<file path="src/rtl/riscv_ctrl_pkg.sv">
// riscv_ctrl_pkg: shared state, opcode and control-field encodings for the multicycle control unit
package riscv_ctrl_pkg;
  typedef enum logic [3:0] {
    FETCH, DECODE, MEMADR, MEMREAD, MEMWB, MEMWRITE, EXECR,
    EXECI, ALUWB, BRANCH, JAL, JALR, JALRWB, TRAP
  } state_t;
  localparam logic [6:0] OP_LOAD   = 7'b0000011;
  localparam logic [6:0] OP_STORE  = 7'b0100011;
  localparam logic [6:0] OP_R      = 7'b0110011;
  localparam logic [6:0] OP_I      = 7'b0010011;
  localparam logic [6:0] OP_LUI    = 7'b0110111;
  localparam logic [6:0] OP_BRANCH = 7'b1100011;
  localparam logic [6:0] OP_JAL    = 7'b1101111;
  localparam logic [6:0] OP_JALR   = 7'b1100111;
  localparam logic [2:0] ALU_ADD   = 3'b000;
  localparam logic [2:0] ALU_SUB   = 3'b001;
  localparam logic [2:0] ALU_AND   = 3'b010;
  localparam logic [2:0] ALU_OR    = 3'b011;
  localparam logic [2:0] ALU_PASSB = 3'b100;
  localparam logic [2:0] ALU_SLT   = 3'b101;
  localparam logic [2:0] IMM_I = 3'b000;
  localparam logic [2:0] IMM_S = 3'b001;
  localparam logic [2:0] IMM_B = 3'b010;
  localparam logic [2:0] IMM_J = 3'b011;
  localparam logic [2:0] IMM_U = 3'b100;
  localparam logic [1:0] RES_ALUOUT    = 2'b00;
  localparam logic [1:0] RES_DATA      = 2'b01;
  localparam logic [1:0] RES_ALURESULT = 2'b10;
  localparam logic [1:0] SRCA_PC    = 2'b00;
  localparam logic [1:0] SRCA_OLDPC = 2'b01;
  localparam logic [1:0] SRCA_RD1   = 2'b10;
  localparam logic [1:0] SRCB_RD2  = 2'b00;
  localparam logic [1:0] SRCB_IMM  = 2'b01;
  localparam logic [1:0] SRCB_FOUR = 2'b10;
  localparam logic [1:0] CLS_R   = 2'd0;
  localparam logic [1:0] CLS_I   = 2'd1;
  localparam logic [1:0] CLS_LUI = 2'd2;
endpackage

</file>
<file path="src/rtl/alu_decoder.sv">
// alu_decoder: maps opcode class, funct3 and funct7[5] to an ALU operation
// Ports: cls (CLS_R/CLS_I/CLS_LUI), funct3, funct7_5 in; alu_ctrl, illegal (unsupported funct3) out
module alu_decoder
  import riscv_ctrl_pkg::*;
(
  input  logic [1:0] cls,
  input  logic [2:0] funct3,
  input  logic       funct7_5,
  output logic [2:0] alu_ctrl,
  output logic       illegal
);
  always_comb begin
    alu_ctrl = ALU_ADD;
    illegal  = 1'b0;
    if (cls == CLS_LUI) alu_ctrl = ALU_PASSB;
    else case (funct3)
      3'b000:  alu_ctrl = (cls == CLS_R && funct7_5) ? ALU_SUB : ALU_ADD;
      3'b110:  alu_ctrl = ALU_OR;
      3'b111:  alu_ctrl = ALU_AND;
      3'b010:  alu_ctrl = ALU_SLT;
      default: illegal = 1'b1;
    endcase
  end
endmodule

</file>
<file path="src/rtl/multicycle_control_unit.sv">
// multicycle_control_unit: RV32I multicycle control FSM for a shared-ALU, single-memory datapath
// Ports: clk, rst_n (sync, active low), Instr, Zero, alu_lt, mem_ready in;
//        PCWrite, AdrSrc, MemWrite, IRWrite, ResultSrc, ALUSrcA, ALUSrcB, RegWrite,
//        ALUControl, ImmSrc, instr_done, illegal_instr out (all combinational from state + inputs)
// Optional: define BRANCH_EXT_EN to add bne/blt/bge to the beq-only branch decode.
module multicycle_control_unit
  import riscv_ctrl_pkg::*;
#(
  parameter int ALUCTRL_W     = 3,
  parameter int IMMSRC_W      = 3,
  parameter bit MEM_HANDSHAKE = 1'b1
) (
  input  logic                 clk,
  input  logic                 rst_n,
  input  logic [31:0]          Instr,
  input  logic                 Zero,
  input  logic                 alu_lt,
  input  logic                 mem_ready,
  output logic                 PCWrite,
  output logic                 AdrSrc,
  output logic                 MemWrite,
  output logic                 IRWrite,
  output logic [1:0]           ResultSrc,
  output logic [1:0]           ALUSrcA,
  output logic [1:0]           ALUSrcB,
  output logic                 RegWrite,
  output logic [ALUCTRL_W-1:0] ALUControl,
  output logic [IMMSRC_W-1:0]  ImmSrc,
  output logic                 instr_done,
  output logic                 illegal_instr
);
  state_t state, next;
  logic [6:0] op;
  logic [2:0] f3, alu_c, alu_ctrl, imm;
  logic [1:0] cls;
  logic rdy, alu_ill, br_take, br_ill, pcw, irw, memw, rw;
  logic unused_bits;
  assign op  = Instr[6:0];
  assign f3  = Instr[14:12];
  assign rdy = MEM_HANDSHAKE ? mem_ready : 1'b1;
  assign cls = state == EXECR ? CLS_R : (op == OP_LUI ? CLS_LUI : CLS_I);
  alu_decoder u_alu_decoder (
    .cls      (cls),
    .funct3   (f3),
    .funct7_5 (Instr[30]),
    .alu_ctrl (alu_c),
    .illegal  (alu_ill)
  );
`ifdef BRANCH_EXT_EN
  always_comb begin
    br_take = 1'b0;
    br_ill  = 1'b0;
    case (f3)
      3'b000:  br_take = Zero;
      3'b001:  br_take = ~Zero;
      3'b100:  br_take = alu_lt;
      3'b101:  br_take = ~alu_lt;
      default: br_ill = 1'b1;
    endcase
  end
  assign unused_bits = ^{Instr[31], Instr[29:15], Instr[11:7]};
`else
  assign br_take     = Zero;
  assign br_ill      = f3 != 3'b000;
  assign unused_bits = ^{Instr[31], Instr[29:15], Instr[11:7], alu_lt};
`endif
  always_ff @(posedge clk)
    state <= !rst_n ? FETCH : next;
  always_comb begin
    next       = state;
    pcw        = 1'b0;
    irw        = 1'b0;
    memw       = 1'b0;
    rw         = 1'b0;
    AdrSrc     = 1'b0;
    ResultSrc  = RES_ALUOUT;
    ALUSrcA    = SRCA_PC;
    ALUSrcB    = SRCB_RD2;
    alu_ctrl   = ALU_ADD;
    imm        = IMM_I;
    instr_done = 1'b0;
    case (state)
      FETCH: begin
        ALUSrcB   = SRCB_FOUR;
        ResultSrc = RES_ALURESULT;
        irw       = rdy;
        pcw       = rdy;
        next      = rdy ? DECODE : FETCH;
      end
      // Branch/jump target is precomputed into ALUOut from OldPC + ImmExt.
      DECODE: begin
        ALUSrcA = SRCA_OLDPC;
        ALUSrcB = SRCB_IMM;
        imm     = op == OP_STORE ? IMM_S : op == OP_BRANCH ? IMM_B :
                  op == OP_JAL ? IMM_J : op == OP_LUI ? IMM_U : IMM_I;
        next    = (op == OP_LOAD || op == OP_STORE) ? MEMADR :
                  op == OP_R ? EXECR :
                  (op == OP_I || op == OP_LUI) ? EXECI :
                  op == OP_BRANCH ? BRANCH :
                  op == OP_JAL ? JAL :
                  op == OP_JALR ? JALR : TRAP;
      end
      MEMADR: begin
        ALUSrcA = SRCA_RD1;
        ALUSrcB = SRCB_IMM;
        imm     = op == OP_STORE ? IMM_S : IMM_I;
        next    = op == OP_STORE ? MEMWRITE : MEMREAD;
      end
      MEMREAD: begin
        AdrSrc = 1'b1;
        next   = rdy ? MEMWB : MEMREAD;
      end
      MEMWB: begin
        ResultSrc  = RES_DATA;
        rw         = 1'b1;
        instr_done = 1'b1;
        next       = FETCH;
      end
      MEMWRITE: begin
        AdrSrc     = 1'b1;
        memw       = 1'b1;
        instr_done = rdy;
        next       = rdy ? FETCH : MEMWRITE;
      end
      EXECR: begin
        ALUSrcA  = SRCA_RD1;
        alu_ctrl = alu_c;
        next     = alu_ill ? TRAP : ALUWB;
      end
      EXECI: begin
        ALUSrcA  = SRCA_RD1;
        ALUSrcB  = SRCB_IMM;
        imm      = op == OP_LUI ? IMM_U : IMM_I;
        alu_ctrl = alu_c;
        next     = alu_ill ? TRAP : ALUWB;
      end
      ALUWB: begin
        rw         = 1'b1;
        instr_done = 1'b1;
        next       = FETCH;
      end
      // An unsupported branch condition traps without touching the PC or retiring.
      BRANCH: begin
        ALUSrcA    = SRCA_RD1;
        alu_ctrl   = ALU_SUB;
        imm        = IMM_B;
        pcw        = br_take & ~br_ill;
        instr_done = ~br_ill;
        next       = br_ill ? TRAP : FETCH;
      end
      JAL: begin
        ALUSrcA = SRCA_OLDPC;
        ALUSrcB = SRCB_FOUR;
        pcw     = 1'b1;
        next    = ALUWB;
      end
      JALR: begin
        ALUSrcA   = SRCA_RD1;
        ALUSrcB   = SRCB_IMM;
        ResultSrc = RES_ALURESULT;
        pcw       = 1'b1;
        next      = JALRWB;
      end
      JALRWB: begin
        ALUSrcA    = SRCA_OLDPC;
        ALUSrcB    = SRCB_FOUR;
        ResultSrc  = RES_ALURESULT;
        rw         = 1'b1;
        instr_done = 1'b1;
        next       = FETCH;
      end
      TRAP:    next = TRAP;
      default: next = FETCH;
    endcase
  end
  assign PCWrite       = pcw & rst_n;
  assign IRWrite       = irw & rst_n;
  assign MemWrite      = memw & rst_n;
  assign RegWrite      = rw & rst_n;
  assign ALUControl    = ALUCTRL_W'(alu_ctrl);
  assign ImmSrc        = IMMSRC_W'(imm);
  assign illegal_instr = state == TRAP;
endmodule

</file>
<file path="config.mk">
export PLATFORM = sky130hd
export DESIGN_NAME = multicycle_control_unit
export DESIGN_NICKNAME = d
export VERILOG_FILES = /design/src/rtl/riscv_ctrl_pkg.sv /design/src/rtl/alu_decoder.sv /design/src/rtl/multicycle_control_unit.sv
export SDC_FILE = /design/constraint.sdc
export NUM_CORES = 1
export LEC_CHECK = 0
export BUFFER_PORTS_ARGS = -buffer_cell sky130_fd_sc_hd__buf_2
export CAP_MARGIN = 20
export CORE_MARGIN = 2
export CORE_UTILIZATION = 38
export CTS_BUF_LIST = sky130_fd_sc_hd__clkbuf_16
export DETAILED_ROUTE_END_ITERATION = 10
export GPL_ROUTABILITY_DRIVEN = 1
export GPL_TIMING_DRIVEN = 0
export PLACE_DENSITY = 0.76
export SLEW_MARGIN = 20
export SYNTH_ARGS = -nofsm -noshare
export SYNTH_HDL_FRONTEND = slang
export SYNTH_HIERARCHICAL = 1
export SYNTH_SLANG_ARGS = --single-unit
</file>
<file path="constraint.sdc">
create_clock -name clk -period 1.7 [get_ports clk]
set_input_delay 0.085 -clock clk [delete_from_list [all_inputs] [get_ports clk]]
set_output_delay 0.085 -clock clk [all_outputs]
set_load 0.02 [all_outputs]
</file>
Yosys cells after proc, flatten, opt, wreduce, memory -nomap -nowiden:

Index checks and enable logic that the tools add are counted.

* bits in registers: 4
* bits of input ports: 37
* output and inout bits: 19
* logic and storage cells: 85

* equal/unequal tests: 25
* multiplexer cells: 36
* bitwise gates (word level): 6
* reduce and logical (&&, ||, !) cells: 17

Operators with widths (count)
* one-hot mux 4 bit (10 select lines): 1
* 2-to-1 mux 3 bit: 12
* equality test 4 bit, second input constant: 6
* one-hot mux 3 bit (4 select lines): 2
* equality test 7 x 6 -> 1 bit, second input constant: 3
* equality test 7 bit, second input constant: 3
* equality test 4 x 3 -> 1 bit, second input constant: 4
* 2-to-1 mux 4 bit: 4
* one-hot mux 2 bit (2 select lines): 3
* OR reduction 3 bit: 4
* 2-to-1 mux 1 bit: 9
* equality test 4 x 2 -> 1 bit, second input constant: 2
* OR reduction 4 bit: 2
* equality test 7 x 2 -> 1 bit, second input constant: 1
* equality test 7 x 5 -> 1 bit, second input constant: 1
* equality test 3 bit, second input constant: 2
* one-hot mux 1 bit (3 select lines): 2
* one-hot mux 3 bit (2 select lines): 1
* OR reduction 2 bit: 3
* bitwise AND 1 bit: 5
* OR reduction 5 bit: 1
* equality test 4 x 1 -> 1 bit, second input constant: 1
* zero test 4 bit: 1
* 2-to-1 mux 2 bit: 2
* other kinds (8): 9

Logic depth before layout (Yosys ltp):

* depth in word-level cells: 9
* mapped depth: 9
* depth with buffers taken out: 8

Modules after synthesis:

The synthesis kept the hierarchy.

Modules (own cells, without submodules)
* multicycle_control_unit: times used 1, cells each 111, area each 788.3 um2, sequential area each 80.1 um2
* alu_decoder: times used 1, cells each 10, area each 70.1 um2, sequential area each 0.0 um2

Worst setup path before layout:

OpenSTA, ideal clock, no wires.

* kind: register -> output
* from: register state[2]
* to: output ALUControl[0]
* arrival: 1.855 ns
* data required time: 1.615 ns
* path slack: -0.240 ns
* cell stages (with the launch flop): 8
* buffers on the path: 1
* cells stage by stage: dfxtp_1 buf_2 nor2b_1 a21boi_0 or3b_1 a211oi_2 nand3_1 o21ai_0

* word-level cells in the longest chain between the ends: 8
* elaborated cells between the ends (all ways): 12
* those cells by class: 4 x eq/ne; 5 x mux; 3 x reduce/logical

RTL lines
* start, declared: line multicycle_control_unit.sv:32 `state_t state, next;`
* start signal, assigned: line multicycle_control_unit.sv:68 `state <= !rst_n ? FETCH : next;`
* equality test 4 x 3 -> 1 bit (*): line multicycle_control_unit.sv:41 `assign cls = state == EXECR ? CLS_R : (op == OP_LUI ? CLS_LUI : CLS_I);`
* 2-to-1 mux 2 bit (*): line multicycle_control_unit.sv:41
* net cls[0]: line multicycle_control_unit.sv:35 `logic [1:0] cls;`
* zero test 2 bit: line alu_decoder.sv:17 `3'b000: alu_ctrl = (cls == CLS_R && funct7_5) ? ALU_SUB : ALU_ADD;`
* logical AND 1 bit: line alu_decoder.sv:17
* 2-to-1 mux 1 bit: line alu_decoder.sv:17
* one-hot mux 3 bit (4 select lines): line alu_decoder.sv:16 `else case (funct3)`
* 2-to-1 mux 3 bit (*): line alu_decoder.sv:15 `if (cls == CLS_LUI) alu_ctrl = ALU_PASSB;`
* net alu_c[0]: line multicycle_control_unit.sv:34 `logic [2:0] f3, alu_c, alu_ctrl, imm;`
* one-hot mux 3 bit (2 select lines) (*): line multicycle_control_unit.sv:82 `case (state)`
* end, declared: line multicycle_control_unit.sv:27 `output logic [ALUCTRL_W-1:0] ALUControl,`

Mark *: on every way through the listed nets, which the timed path passes. The rest lies on a longest branch.

Worst setup path in the final report:

* from: register state[0]
* to: register state[2]

* word-level cells in the longest chain between the ends: 6
* elaborated cells between the ends (all ways): 17
* those cells by class: 11 x eq/ne; 4 x mux; 2 x reduce/logical

RTL lines
* equality test 4 x 3 -> 1 bit: line multicycle_control_unit.sv:41
* 2-to-1 mux 2 bit: line multicycle_control_unit.sv:41
* net cls[1]: line multicycle_control_unit.sv:35
* equality test 2 bit: line alu_decoder.sv:15
* 2-to-1 mux 1 bit: line alu_decoder.sv:15
* net alu_ill: line multicycle_control_unit.sv:36 `logic rdy, alu_ill, br_take, br_ill, pcw, irw, memw, rw;`
* 2-to-1 mux 3 bit: line multicycle_control_unit.sv:128, multicycle_control_unit.sv:135
* one-hot mux 4 bit (10 select lines): line multicycle_control_unit.sv:82

The timed path passes the listed nets, and every way through them passes these cells.
A chain may end at the register's enable or synchronous reset.

==> run metrics <==
status finished, violations left; failing checks negative setup slack; detailed-router iteration count before antenna repair 4; largest register by flop count state; crit path cell chain and2b_2, buf_4, a21oi_4, nor2b_4, a21oi_1, a22o_1, a32oi_2, a31oi_1; ports placed on the boundary 56; Port Buffer Count 32; number of pins with negative max-slew slack in the final report 0; FILL cells between 200 and 250; wire length of the first global-routing pass between 5000 and 6000 µm; sum of routed wire length over all layers between 3000 and 4000 µm; gpl congestion between 0.8 and 0.9; leading area contributor after synthesis dfxtp_1; via count roughly 1.1k; hold violation total from the final report 0; via count of the first global-routing pass approximately 1.1k; Lkg Pwr a little under 0.6 nW; flip-flop count of the largest register, all copies and words added 4; launch point of the worst reg-to-reg path state[0]; total inserted antenna cells 0; pin count of the biggest net entering global routing 11; Synth async-reset ratio 0%; area of all sequential standard cells 87.6 µm²; biggest regs state: 4 flops; Detailed Place HPWL between 2000 and 2500 µm; ranking of synthesized cells by instance count nor2_1, a21oi_1, nand2_1, nand3_1, and3_1; area of the die between 2000 and 3000 µm²; hold wc startpoint rst_n; depth of the CTS H-tree 1; net total in the final layout 204; capture instance of the worst register-to-register path state[2]; die height slightly above 50 µm; Worst path max stage delay around 0.33 ns; worst setup slack after layout -0.132 ns; cell with the most instances after synthesis nor2_1; number of standard-cell rows in the floorplan 17; CTS Root Cell clkbuf_16; Yosys top cell area share under 10%; required time at the worst-slack endpoint 1.80 ns; relative max-transition margin between 70 and 80%; multi-input logic area just under 800 µm²; flip-flop and latch count after synthesis 4; signal arrival time at the worst endpoint 1.93 ns; smallest hold slack about 0.23 ns; dominant cells by area after synthesis dfxtp_1, a21oi_1, nand3_1, and3_1, nor2_1; unrepaired setup endpoints after global routing true; clk_skew 0.00249 ns; sequential-to-total area share from yosys stat about a tenth; share of the clock period used by the worst path after layout 108%; detailed-route vias per instance between 5 and 6; area of the placeable core approximately 2200 µm²; initial standard-cell utilization of the core about two fifths; maximum VDD drop slightly above 700 µV; number of routed nets with antenna violations 0; Synthesized Nets ~160; number of clock buffers inserted by TritonCTS 3; biggest fanout along the worst timing path 5; hold depth 3; Worst Setup Start Kind flop; cell area after synthesis between 800 and 900 µm²; Highest Clock Rate 546 MHz; CTS tree done; path category of the worst min-delay check in -> reg; minimum period implied by the final worst setup slack 1.83 ns; unique cell type count in the Yosys netlist 52; number of DRC markers in iteration 0 33; Avg Cell Area, Syn slightly above 7 µm²; Gate Count Post-Synth ~120; overall overflow remaining after global route 0; maximum count of clock buffers along a single path 2; residual DRC count 0; Power Dens Cells between 1000 and 1500 nW/µm²; endpoint class of the critical path flop; commonest register cell after synthesis dfxtp_1; share of post-route cells with drive strength above 1 49.1%; R2R depth 8; setup slack, reg-to-reg -0.13 ns; worst setup path class reg -> reg; Ys Warns 6; number of flops mapped to enable cells by yosys 0; x dimension of the die 51.5 µm; initial antenna violation count 0; worst skew pair latency about 0.23 ns; Placement Setup Slack -0.245 ns; number of clock sinks seen by CTS 4; routed length per placed instance 15.8 µm; Min-Delay Endpoint state[1]; number of setup violations in the final report 4; clock transition time at the flip-flop clock pins of the worst setup and hold paths about 0.030 ns; pin slew with the least headroom to its limit 0.333 ns; GRT Total Usage 25.1%; layout overhead on the synthesized area 51.2%; max-cap violation count 0; Crit-path slowest cell dfxtp_4; Total Power Consumption approximately 0.0018 W
metal layers:
metal	vias up	wire, µm	global-route usage [%]
li1	545	-	-
met1	527	1240	30.9
met2	62	1500	44.2
met3	11	239	4.31
met4	0	71	7.89
met5	-	0	0
report_power, final:
group / total (W) / switching, W / leakage [nW] / internal [W]
combinational: 0.00126 / 0.000744 / 0.513 / 0.000516
sequential: 0.000157 / 0.0000227 / 0.0347 / 0.000134
clock: 0.000367 / 0.0000668 / 0.0370 / 0.000300
logic make-up after synthesis:
group	after synthesis	share of synthesized area, %
AOI/OAI and AO/OA	40	34.8
xor gates and xnor gates	2	2.04
buffers and inverters	11	8.16
DFF	4	9.33
muxes	1	1.31
and+or+nand+nor	63	44.3
final cells by class:
cell class                      instances  area share (%)
Inverter                                1           0.289
Buffer                                  8            4.63
Clock buffer                            3            5.79
Multi-Input combinational cell        106            59.7
Timing Repair Buffer                   43            20.2
Sequential cell                         4            6.75
Tap cell                               28            2.70
worst max path at each step:
stage	end	slack, ns	from	depth (start not counted)
6_report	state[2]	-0.13	state[0]	8
5_1_grt	ALUControl[0]	-0.22	state[0]	7
4_1_cts	ALUControl[0]	-0.11	state[2]	8
3_5_place_dp	ALUControl[0]	-0.25	state[2]	8
3_3_place_gp	ALUControl[0]	-0.25	state[2]	8
2_1_floorplan	ALUControl[0]	0.03	state[2]	7
metrics by stage:
stage	std cells	utilization, %	TNS, ns	area, µm²
2_1_floorplan	121	-	0	870
3_3_place_gp	181	49.1	-0.528	1060
3_5_place_dp	181	49.1	-0.635	1060
4_1_cts	195	59.5	-0.347	1290
5_1_grt	193	59.8	-0.796	1300
6_report	193	59.8	-0.434	1300
cell usage in the layout (no fill, tap or decap), types with 5 or more instances in the layout:
cell / synthesis / final
a21oi_1: 9 / 8
and3_1: 6 / 6
buf_2: 5 / 32
buf_4: 2 / 13
buf_6: 2 / 5
nand2_1: 8 / 8
nand3_1: 8 / 8
nor2_1: 10 / 10
repair_timing:
action                     in CTS  in global routing
hold buffers                    0                  0
gates resized for setup        24                  6
buffers inserted               11                  0
setup endpoints to repair       9                 11
hold endpoints to repair        0                  0
pin swaps                       9                  9
critical path: cells and delay by family, from the launching register on:
kind	cells	cell delay, ns
and+or+nand+nor	2	0.42
DFF	1	0.33
AOI/OAI and AO/OA	5	0.77
buffers and inverters	1	0.17
Note: power is estimated with default switching activity, not from simulation.
